$ cat src/rtl/gpio_irq_ctrl.sv
// GPIO bank: synchronised and debounced pad inputs, atomic output updates and
// per-pin edge/level interrupt status behind a req/ack register interface.
module gpio_irq_ctrl #(
  parameter int GPIO_WIDTH  = 32,
  parameter int SYNC_STAGES = 2,
  parameter int DEBOUNCE_W  = 8
) (
  input  logic                  clk,
  input  logic                  rst_n,
  input  logic                  req,
  input  logic                  we,
  input  logic [11:0]           addr,
  input  logic [63:0]           wdata,
  output logic                  ack,
  output logic [63:0]           rdata,
  input  logic [GPIO_WIDTH-1:0] gpio_in,
  output logic [GPIO_WIDTH-1:0] gpio_out,
  output logic [GPIO_WIDTH-1:0] gpio_dir,
  output logic                  irq
);

  localparam int W = GPIO_WIDTH;

  localparam logic [8:0] IDX_OUT  = 9'd0;
  localparam logic [8:0] IDX_SET  = 9'd1;
  localparam logic [8:0] IDX_CLR  = 9'd2;
  localparam logic [8:0] IDX_TGL  = 9'd3;
  localparam logic [8:0] IDX_DIR  = 9'd4;
  localparam logic [8:0] IDX_IN   = 9'd5;
  localparam logic [8:0] IDX_EN   = 9'd6;
  localparam logic [8:0] IDX_TYPE = 9'd7;
  localparam logic [8:0] IDX_POL  = 9'd8;
  localparam logic [8:0] IDX_BOTH = 9'd9;
  localparam logic [8:0] IDX_STAT = 9'd10;
  localparam logic [8:0] IDX_DEB  = 9'd11;

  logic                  ack_q;
  logic [63:0]           rdata_q;
  logic [63:0]           rd_val;
  logic [W-1:0]          out_q, out_d;
  logic [W-1:0]          dir_q, dir_d;
  logic [W-1:0]          en_q, en_d;
  logic [W-1:0]          type_q, type_d;
  logic [W-1:0]          pol_q, pol_d;
  logic [W-1:0]          both_q, both_d;
  logic [W-1:0]          stat_q, stat_d;
  logic [DEBOUNCE_W-1:0] deb_q, deb_d;
  logic [W-1:0]          gout_q, gdir_q;
  logic                  irq_q;

  logic [W-1:0]          sync_q [SYNC_STAGES];
  logic [W-1:0]          sync_w;
  logic [DEBOUNCE_W-1:0] cnt_q [W];
  logic [DEBOUNCE_W-1:0] cnt_d [W];
  logic [W-1:0]          filt_q, filt_d;
  logic [W-1:0]          filt_dly_q;
  logic [DEBOUNCE_W-1:0] thr;

  logic                  accept, wr_en, rd_en;
  logic [8:0]            idx;
  logic [W-1:0]          wd;
  logic [W-1:0]          w1c;
  logic [W-1:0]          rise, fall, edge_hit, lvl_stat, edge_stat;
  logic                  unused_w;

  assign accept   = req & ~ack_q;
  assign wr_en    = accept & we;
  assign rd_en    = accept & ~we;
  assign idx      = addr[11:3];
  assign wd       = wdata[W-1:0];
  assign unused_w = ^{addr[2:0], wdata};

  // Register writes; SET/CLR/TGL modify the current OUT so untouched bits hold.
  always_comb begin
    out_d  = out_q;
    dir_d  = dir_q;
    en_d   = en_q;
    type_d = type_q;
    pol_d  = pol_q;
    both_d = both_q;
    deb_d  = deb_q;
    w1c    = '0;
    if (wr_en) begin
      case (idx)
        IDX_OUT:  out_d  = wd;
        IDX_SET:  out_d  = out_q | wd;
        IDX_CLR:  out_d  = out_q & ~wd;
        IDX_TGL:  out_d  = out_q ^ wd;
        IDX_DIR:  dir_d  = wd;
        IDX_EN:   en_d   = wd;
        IDX_TYPE: type_d = wd;
        IDX_POL:  pol_d  = wd;
        IDX_BOTH: both_d = wd;
        IDX_STAT: w1c    = wd;
        IDX_DEB:  deb_d  = wdata[DEBOUNCE_W-1:0];
        default:  ;
      endcase
    end
  end

  always_comb begin
    rd_val = '0;
    case (idx)
      IDX_OUT:  rd_val[W-1:0] = out_q;
      IDX_DIR:  rd_val[W-1:0] = dir_q;
      IDX_IN:   rd_val[W-1:0] = filt_q;
      IDX_EN:   rd_val[W-1:0] = en_q;
      IDX_TYPE: rd_val[W-1:0] = type_q;
      IDX_POL:  rd_val[W-1:0] = pol_q;
      IDX_BOTH: rd_val[W-1:0] = both_q;
      IDX_STAT: rd_val[W-1:0] = stat_q;
      IDX_DEB:  rd_val[DEBOUNCE_W-1:0] = deb_q;
      default:  ;
    endcase
  end

  assign sync_w = sync_q[SYNC_STAGES-1];

  // A threshold of 0 behaves as 1: a single disagreeing cycle flips filt.
  assign thr = (deb_q == '0) ? '0 : deb_q - DEBOUNCE_W'(1);

  always_comb begin
    filt_d = filt_q;
    for (int i = 0; i < W; i++) begin
      cnt_d[i] = '0;
      if (sync_w[i] != filt_q[i]) begin
        if (cnt_q[i] == thr) filt_d[i] = ~filt_q[i];
        else                 cnt_d[i] = cnt_q[i] + DEBOUNCE_W'(1);
      end
    end
  end

  assign rise      = filt_q & ~filt_dly_q;
  assign fall      = ~filt_q & filt_dly_q;
  assign edge_hit  = en_q & ((both_q & (rise | fall)) |
                             (~both_q & ~pol_q & rise) |
                             (~both_q & pol_q & fall));
  assign lvl_stat  = en_q & (filt_q ^ pol_q);
  // New edge beats a same-cycle clear.
  assign edge_stat = edge_hit | (stat_q & ~w1c);
  assign stat_d    = (type_q & lvl_stat) | (~type_q & edge_stat);

  always_ff @(posedge clk or negedge rst_n) begin
    if (!rst_n) begin
      for (int s = 0; s < SYNC_STAGES; s++) sync_q[s] <= '0;
    end else begin
      sync_q[0] <= gpio_in;
      for (int s = 1; s < SYNC_STAGES; s++) sync_q[s] <= sync_q[s-1];
    end
  end

  always_ff @(posedge clk or negedge rst_n) begin
    if (!rst_n) begin
      for (int i = 0; i < W; i++) cnt_q[i] <= '0;
      filt_q     <= '0;
      filt_dly_q <= '0;
    end else begin
      for (int i = 0; i < W; i++) cnt_q[i] <= cnt_d[i];
      filt_q     <= filt_d;
      filt_dly_q <= filt_q;
    end
  end

  always_ff @(posedge clk or negedge rst_n) begin
    if (!rst_n) begin
      out_q  <= '0;
      dir_q  <= '0;
      en_q   <= '0;
      type_q <= '0;
      pol_q  <= '0;
      both_q <= '0;
      stat_q <= '0;
      deb_q  <= '0;
    end else begin
      out_q  <= out_d;
      dir_q  <= dir_d;
      en_q   <= en_d;
      type_q <= type_d;
      pol_q  <= pol_d;
      both_q <= both_d;
      stat_q <= stat_d;
      deb_q  <= deb_d;
    end
  end

  always_ff @(posedge clk or negedge rst_n) begin
    if (!rst_n) begin
      ack_q   <= 1'b0;
      rdata_q <= '0;
      gout_q  <= '0;
      gdir_q  <= '0;
      irq_q   <= 1'b0;
    end else begin
      ack_q  <= accept;
      if (rd_en) rdata_q <= rd_val;
      gout_q <= out_q;
      gdir_q <= dir_q;
      irq_q  <= |(stat_q & en_q);
    end
  end

  assign ack      = ack_q;
  assign rdata    = rdata_q;
  assign gpio_out = gout_q;
  assign gpio_dir = gdir_q;
  assign irq      = irq_q;

endmodule
$ cat config.mk
export PLATFORM = sky130hd
export DESIGN_NAME = gpio_irq_ctrl
export DESIGN_NICKNAME = d
export VERILOG_FILES = /design/src/rtl/gpio_irq_ctrl.sv
export SDC_FILE = /design/constraint.sdc
export NUM_CORES = 1
export LEC_CHECK = 0
export ABC_AREA = 0
export BUFFER_PORTS_ARGS = -buffer_cell sky130_fd_sc_hd__clkbuf_2
export CAP_MARGIN = 20
export CORE_ASPECT_RATIO = 1.5
export CORE_MARGIN = 2
export CORE_UTILIZATION = 29
export DETAILED_ROUTE_END_ITERATION = 7
export PLACE_DENSITY = 0.5
export SLEW_MARGIN = 20
export SYNTH_ARGS = -nofsm -noshare
export SYNTH_HDL_FRONTEND = slang
export SYNTH_SLANG_ARGS = --single-unit
$ cat constraint.sdc
create_clock -name clk -period 7.2 [get_ports clk]
set_input_delay 1.08 -clock clk [delete_from_list [all_inputs] [get_ports clk]]
set_output_delay 1.08 -clock clk [all_outputs]
set_load 0.01 [all_outputs]
# Word-level counts from Yosys, hierarchy flattened
# Cells that the tools add are included.
# op_classes
add_sub_neg	33
eq_ne	75
mux	70
n_bitwise	66
n_reduce_logical	43
# ops
op	count
2-to-1 mux 8 bit	65
bitwise AND 32 bit	14
adder 8 x 1 -> 8 bit (second input constant)	32
equality test 8 bit	32
inverter 32 bit	7
bitwise OR 32 bit	6
one-hot mux 24 bit (8 select lines)	1
one-hot mux 32 bit (4 select lines)	1
AND reduction 2 bit	39
one-hot mux 8 bit (9 select lines)	1
2-to-1 mux 32 bit	2
XOR 32 bit	2
equality test 9 x 3 -> 1 bit (second input constant)	4
equality test 9 x 4 -> 1 bit (second input constant)	4
inverter 1 bit	34
inequality test 1 bit	32
OR reduction 32 bit	1
equality test 9 x 2 -> 1 bit (second input constant)	2
equality test 9 x 1 -> 1 bit (second input constant)	1
zero test 9 bit	1
zero test 8 bit	1
subtractor 8 x 1 -> 8 bit (second input constant)	1
nonzero test 4 bit	1
bitwise AND 1 bit	3
# totals
regBits	714
in_bits	112
out_inout_bits	130
elab_cells	367

# Longest topological paths before layout
# Gate-level depths: netlist of the first run.
# depth
ltp_word	10
ltp_mapped	15
mapped_depth_nobuf	9

# Worst setup path after synthesis of the first run
# OpenSTA, ideal clock, no wires.
# synth_path
path_kind	reg2reg
from	register deb_q[0]
to	register filt_q[4]
setup_ns	0.125
arrival_time_ns	3.446
required_time_ns	7.075
path_slack_ns	3.629
stages_incl_launch_ff	13
path_buffers	3
synth_period_minus_slack_ns	3.571
cell_sequence	dfrtp_1 -> clkbuf_1 -> inv_1 -> ha_1 -> nor3b_2 -> or4_1 -> and2_1 -> clkbuf_1 -> clkbuf_4 -> xnor2_1 -> or4_1 -> nor4_1 -> mux2_2
# synth_between
elab_chain_len	4
elab_cells_between_ends	5
classes_between	1 x add/sub; 1 x eq/ne; 1 x mux; 2 x reduce/logical
# synth_lines
item	line	rtl
from (decl)	47	logic [DEBOUNCE_W-1:0] deb_q, deb_d;
from (signal assigned)	173	deb_q <= '0;
from (signal assigned)	182	deb_q <= deb_d;
subtractor 8 x 1 -> 8 bit / zero test 8 bit (equally long branches)	120	assign thr = (deb_q == '0) ? '0 : deb_q - DEBOUNCE_W'(1);
2-to-1 mux 8 bit *	120	
equality test 8 bit *	127	if (cnt_q[i] == thr) filt_d[i] = ~filt_q[i];
AND reduction 2 bit (no line) *	n/a	
to (signal assigned)	159	filt_q <= filt_d;
to (decl)	55	logic [W-1:0] filt_q, filt_d;
# Every way passes the cells marked *; elsewhere a longest branch is shown, timed or not.
# A chain may end at the register's enable or synchronous reset.

==> results of run 1 <==
## power by group
group          internal [W]  leakage, nW  total, W  switching, W
combinational       0.00102         8.31   0.00251       0.00148
sequential          0.00440         9.30   0.00505      0.000649
clock               0.00264         1.34   0.00438       0.00174
## cells in the mapped netlist (all sizes together) (14+ instances only)
library cell  number
or2               17
mux2i             50
xor2             152
nor4              68
o21ai            212
a22o              34
nor3              54
or3               19
ha               162
and3              44
nand2            297
mux2              59
or4               21
xnor2            193
a22oi             55
a211oi            37
dfrtp            714
nor2             385
nor2b             39
a2111oi           49
buf               75
mux4              25
clkbuf           131
o41ai             29
a222oi            15
o211ai            14
a221oi            43
nand3            143
a21oi            189
inv              188
o22ai             69
## cells by family (layout without fill, tap and decap cells)
kind of cell,count (synthesis),after routing
mux,134,134
simple gates,1137,1137
xor+xnor,345,345
fa+ha+maj,162,162
flops,714,714
other cells,1,34
compound gates,848,848
buf+inv,394,557
## critical path: stages, from the launching register on
cell	delay, ps
dfrtp_1	630
inv_1	190
ha_2	220
nor3b_2	850
or4_1	580
and2_1	240
buf_4	280
xnor2_1	90
or4_1	560
o41ai_2	770
nor2_1	110
## layer usage
metal | vias up | part of all wire
met3 | 251 | 0.044
met5 | - | 0.00046
li1 | 13500 | -
met4 | 10 | 0.047
met1 | 14500 | 0.41
met2 | 802 | 0.50
## path summary, 6_finish.rpt
path                       cells after the start        from          to  slack, ps
min in group asynchronous                      1       rst_n  type_q[24]        500
min                                            0  sync_q[37]   sync_w[5]        350
max in group asynchronous                      3       rst_n   cnt_q[38]       5070
max                                           10    deb_q[0]   cnt_q[62]       2480
max reg2reg                                   10    deb_q[0]   cnt_q[62]       2480
min reg2reg                                    0  sync_q[37]   sync_w[5]        350
## through the flow
step / util / std cells / area [um2] / hold slack, ps
after floorplan: - / 3766 / 37800 / 331
after global placement: 0.315 / 5505 / 40400 / 333
after detailed placement: 0.315 / 5505 / 40400 / 335
after CTS: 0.336 / 5640 / 43200 / 348
after global routing: 0.336 / 5641 / 43200 / 352
final: 0.336 / 5642 / 43200 / 346
## final cells by class
type                            instances  area (um2)  share of cell area
Multi-Input combinational cell       2658       18300               0.425
Sequential cell                       714       17900               0.414
Clock buffer                          104        2190              0.0507
Tap cell                             1711        2140              0.0496
Timing Repair Buffer                  234        1370              0.0318
Inverter                              188         706              0.0163
Clock inverter                         31         561              0.0130
Antenna cell                            2        5.00            0.000116
==> metrics.txt, run 1 <==
endpoints failing hold 0; Routed WL per cell approximately 21 um; Synth cell types 85; critical path peak fanout 15; nets@finish ~4100; Post-CTS Resized 0; clock slew seen by the registers of the worst setup and hold paths approximately 60 ps; setup TNS 0 ps; crit share post-route 0.656; Routed Antenna Nets 0; post-synth top area cell dfrtp_1; vias in the first global route 28800; via/cell ratio between 5 and 6; Num CTS Buffers 75; Placement Setup Slack approximately 2500 ps; I/O Pins around 240; Starting Density 0.293; cts hold-fix bufs 0; fin. max-slew vios 0; Post-Synth Adder-Cell Area 0.0538; Post-Synth XOR/XNOR Area 0.0803; # Post-CTS Setup Buffers 0; largest cells by area after synthesis dfrtp_1 (47%), ha_1 (5.4%), xnor2_1 (4.5%); Power, Total 0.0119 W; mux cell area share after synthesis 0.0459; Largest register FFs between 200 and 300; Peak supply drop between 150 and 200 uV; status finished, final reports clean; Filler cells around 13000; met3 usage 0.0237; Routability Congestion around 0.86; met2 Usage GRT 0.318; element type at the critical path start flip-flop; max_cap viols 0; die footprint around 130000 um2; Synth Flop Type dfrtp_1; relative slew slack 0.251; Die Y approximately 450 um; leakage power 19.0 nW; CTS H-tree depth 3; Largest Register cnt_q; first-pass GRT wire length ~180 mm; I/O Buffers between 150 and 200; synthesized cell area 37600 um2; Crit Path Class reg2reg; core area 129000 um2; CP Capture Type flip-flop; commonest non-fill, non-tap cell in the layout dfrtp_1; Seq cells post-synth 714; post-synthesis simple-gate area fraction 0.143; largest net degree at the start of global routing between 150 and 200; Synth top area share 0.475; unrepaired setup endpoints after global routing false; YS warnings 0; PD cells roughly 280 nW/um2; Worst EP required 7720 ps; initial antenna violation count 7; Final min period 4720 ps; WP data arrival around 5200 ps; ys async rst share 1.00; Post-synth EDFFs 0; grt ovf 0; # clock sinks between 700 and 800; most frequent cells in the layout dfrtp_1 (714), nor2_1 (365), nand2_1 (291), o21ai_0 (209), xnor2_1 (191); setup violators final 0; Hold WC Path Type reg2reg; Compound-Gate Fraction of Synth Area 0.158; DRT Wirelength around 120 mm; Worst-Margin Slew about 1100 ps; Area Overhead vs Synth 14.7%; initial DRC count 1975; final worst slack roughly 2500 ps; TritonCTS clock tree yes; Post-Syn Instances roughly 3700; Die Width 298 um; clk_skew between 30 and 40 ps; global-route track usage on met1 0.215; Vias approximately 29000; Remaining DRCs 0; DP HPWL about 80 mm; largest family of logic cells by synthesized area compound AO/OA/AOI/OAI gates; sequential fraction of the synthesis area 0.475; First-pass DRT Iterations 5; worst skew pair latency between 600 and 700 ps; Total GRT Usage 0.180; Max clock buf depth 3; Top Usage Layer GRT met2; Avg Cell Area, Syn 10.1 um2; CTS root buf clkbuf_16; fmax between 0.2 and 0.25 GHz; share of layout cells above drive strength 1 0.139; Cell Rows around 160
Note: power is estimated with default switching activity, not from simulation.
==> run 2: changes to the inputs <==
--- a/config.mk
+++ b/config.mk
@@ -5,14 +5,14 @@
 export SDC_FILE = /design/constraint.sdc
 export NUM_CORES = 1
 export LEC_CHECK = 0
-export ABC_AREA = 0
+export ABC_AREA = 1
 export BUFFER_PORTS_ARGS = -buffer_cell sky130_fd_sc_hd__clkbuf_2
 export CAP_MARGIN = 20
 export CORE_ASPECT_RATIO = 1.5
 export CORE_MARGIN = 2
 export CORE_UTILIZATION = 29
 export DETAILED_ROUTE_END_ITERATION = 7
-export PLACE_DENSITY = 0.5
+export PLACE_DENSITY = 0.52
 export SLEW_MARGIN = 20
 export SYNTH_ARGS = -nofsm -noshare
 export SYNTH_HDL_FRONTEND = slang
==> constraint.sdc (replaced) <==
create_clock -name clk -period 3.85 [get_ports clk]
set_input_delay 0.5775 -clock clk [delete_from_list [all_inputs] [get_ports clk]]
set_output_delay 0.5775 -clock clk [all_outputs]
set_load 0.01 [all_outputs]
==> metrics.txt, run 2 <==
status finished, final reports clean; I/O Pins 242; Hold WC Path Type in2reg; relative slew slack 0.300; crit path cell chain inv_1, ha_1, nand2_1, inv_1, nand2_4, buf_4, nand3_1, nand2_1, nand3_1, nor2_1, nand3_1, nand2_1, nor2_1; met1 wire length between 50 and 60 mm; WL met3 a little under 6 mm; I/O Buffers 174; Die Width 305 um; First-pass DRT Iterations 6; Remaining DRCs 0; Area Overhead vs Synth 16.8%; Worst EP required approximately 4400 ps; core area 135000 um2; YS warnings 0; unrepaired setup endpoints after global routing false; most frequent cells in the layout nand2_1 (1541), inv_1 (791), dfrtp_1 (714), nor2_1 (385), o21ai_0 (351); Peak supply drop around 330 uV; Placement Setup Slack about 820 ps; # clock sinks between 700 and 800; Power, Total roughly 0.022 W; final worst slack 822 ps; Largest register FFs ~260; # placed instances between 7000 and 8000; max_cap viols 0; Largest Register cnt_q; largest net degree at the start of global routing 79; Starting Density 0.292; sequential fraction of the synthesis area 0.455; Die Y about 450 um; Cell Rows approximately 170; Vias roughly 34000; die footprint 139000 um2; crit share post-route 0.787; Worst-Margin Slew around 1000 ps; leakage power around 24 nW; Routed WL per cell approximately 18 um; critical path peak fanout 47; Highest Signal Layer met4; synthesized cell area ~39000 um2; nets@finish 5662; CTS root buf clkbuf_16; most common cell in the netlist nand2_1; Max clock buf depth 3; Slowest-stage cell, CP buf_4; DP HPWL 85.7 mm; CP Capture Type flip-flop; grt ovf 0; setup violators final 0; via/cell ratio 4.75; Post-Syn Instances slightly above 5000; initial antenna violation count 3; ys async rst share 1.00; Routability Congestion 0.874; Total GRT Usage 0.184; initial DRC count approximately 2300; Num CTS Buffers 82; post-synth top area cell dfrtp_1; TritonCTS clock tree yes; # Post-CTS Setup Buffers 0; Synth cell types 36; Synth top area share 0.455; CTS H-tree depth 3; Post-synth EDFFs 0; largest cells by area after synthesis dfrtp_1 (45%), nand2_1 (15%), inv_1 (7.6%); fmax 0.330 GHz; Seq cells post-synth 714; fin. max-slew vios 0; commonest non-fill, non-tap cell in the layout nand2_1; Post-CTS Resized 0; share of layout cells above drive strength 1 0.0944; Synth top cells by count nand2_1 (1543), inv_1 (791), dfrtp_1 (714); Avg Cell Area, Syn about 7.6 um2; WP data arrival 3590 ps; Synth Flop Type dfrtp_1; clock slew seen by the registers of the worst setup and hold paths ~60 ps; clk_skew 24.0 ps; slowest stage delay, CP 550 ps; endpoints failing hold 0; metal2 WL about 64 mm; Routed Antenna Nets 0; setup TNS 0 ps; worst skew pair latency between 600 and 700 ps; buffer and inverter count on the worst path 3; PD cells slightly below 500 nW/um2; first-pass GRT wire length approximately 200 mm; Non-Filler Instances 7209; Crit Path Class reg2reg; Final min period roughly 3000 ps; CP top delay family simple AND/OR/NAND/NOR gates; DRT Wirelength roughly 130 mm; element type at the critical path start flip-flop; vias in the first global route around 33000
-- run 2: changes by cell type after synthesis, sizes merged, moves of 82 or more --
cell   before   now
o21ai     212   352
nand3     143   348
xnor2     193    24
nand4       5   160
nand2     297  1545
a21oi     189   107
inv       188   791
-- run 2: report_power, final --
| part | internal, W | switching, W | total (W) |
|---|---|---|---|
| sequential | 0.00822 | 0.000998 | 0.00922 |
| clock | 0.00472 | 0.00344 | 0.00816 |
| combinational | 0.00168 | 0.00313 | 0.00481 |
-- run 2: worst reg2reg max path, delay by kind of cell (launching register included) --
family                     cells  cell delay (ps)
adders and majority gates      1              220
buffers and inverters          3              810
DFF                            1              470
and+or+nand+nor                9             1410
-- run 2: routing by layer --
layer  track usage  vias to the layer above
met5             0                        -
met4        0.0849                        0
met3        0.0206                      231
met2         0.331                      930
met1         0.220                    16300
li1              -                    16800
-- run 2: metrics by stage --
| step | instance area, um2 | hold slack (ps) | util |
|---|---|---|---|
| detailed placement | 42800 | 335 | 0.318 |
| CTS | 45900 | 35.9 | 0.341 |
| global placement | 42800 | 338 | 0.318 |
| global route | 45900 | 71.0 | 0.341 |
| floorplan | 39400 | 282 | - |
| finish | 45900 | 55.3 | 0.341 |
-- run 2: cell families after synthesis --
family                   Yosys count  synth area share
adder cells (fa/ha/maj)          162            0.0516
flip-flops                       714             0.455
AND/OR/NAND/NOR                 2543             0.272
multiplexers                      31           0.00888
AO/OA/AOI/OAI                    596            0.0847
other                              1         0.0000954
XOR/XNOR                         132            0.0294
buffers and inverters            983            0.0983
-- run 2: worst paths after layout --
check / slack [ps] / cells past startpoint / to / startpoint
max: 820 / 13 / cnt_q[17] / deb_q[0]
min: 60 / 1 / sync_q[50] / gpio_in[18]
max reg2reg: 820 / 13 / cnt_q[17] / deb_q[0]
max in group asynchronous: 2340 / 3 / pol_q[17] / rst_n
min in group asynchronous: 510 / 2 / sync_q[42] / rst_n
min reg2reg: 350 / 0 / sync_w[14] / sync_q[46]
-- run 2: layout make-up --
class,instances,area [um2]
Fill cell,14200,88700
Antenna cell,3,7.51
Timing Repair Buffer,302,2210
Tap cell,1753,2190
Inverter,792,2970
Multi-Input combinational cell,3496,17800
Clock buffer,108,2300
Clock inverter,41,498
Sequential cell,714,17900
-- run 2: repair_timing --
| action | in CTS | in global routing |
|---|---|---|
| hold endpoints to repair | 81 | 0 |
| hold buffers | 32 | 0 |
| endpoints found under the setup margin | 0 | 0 |
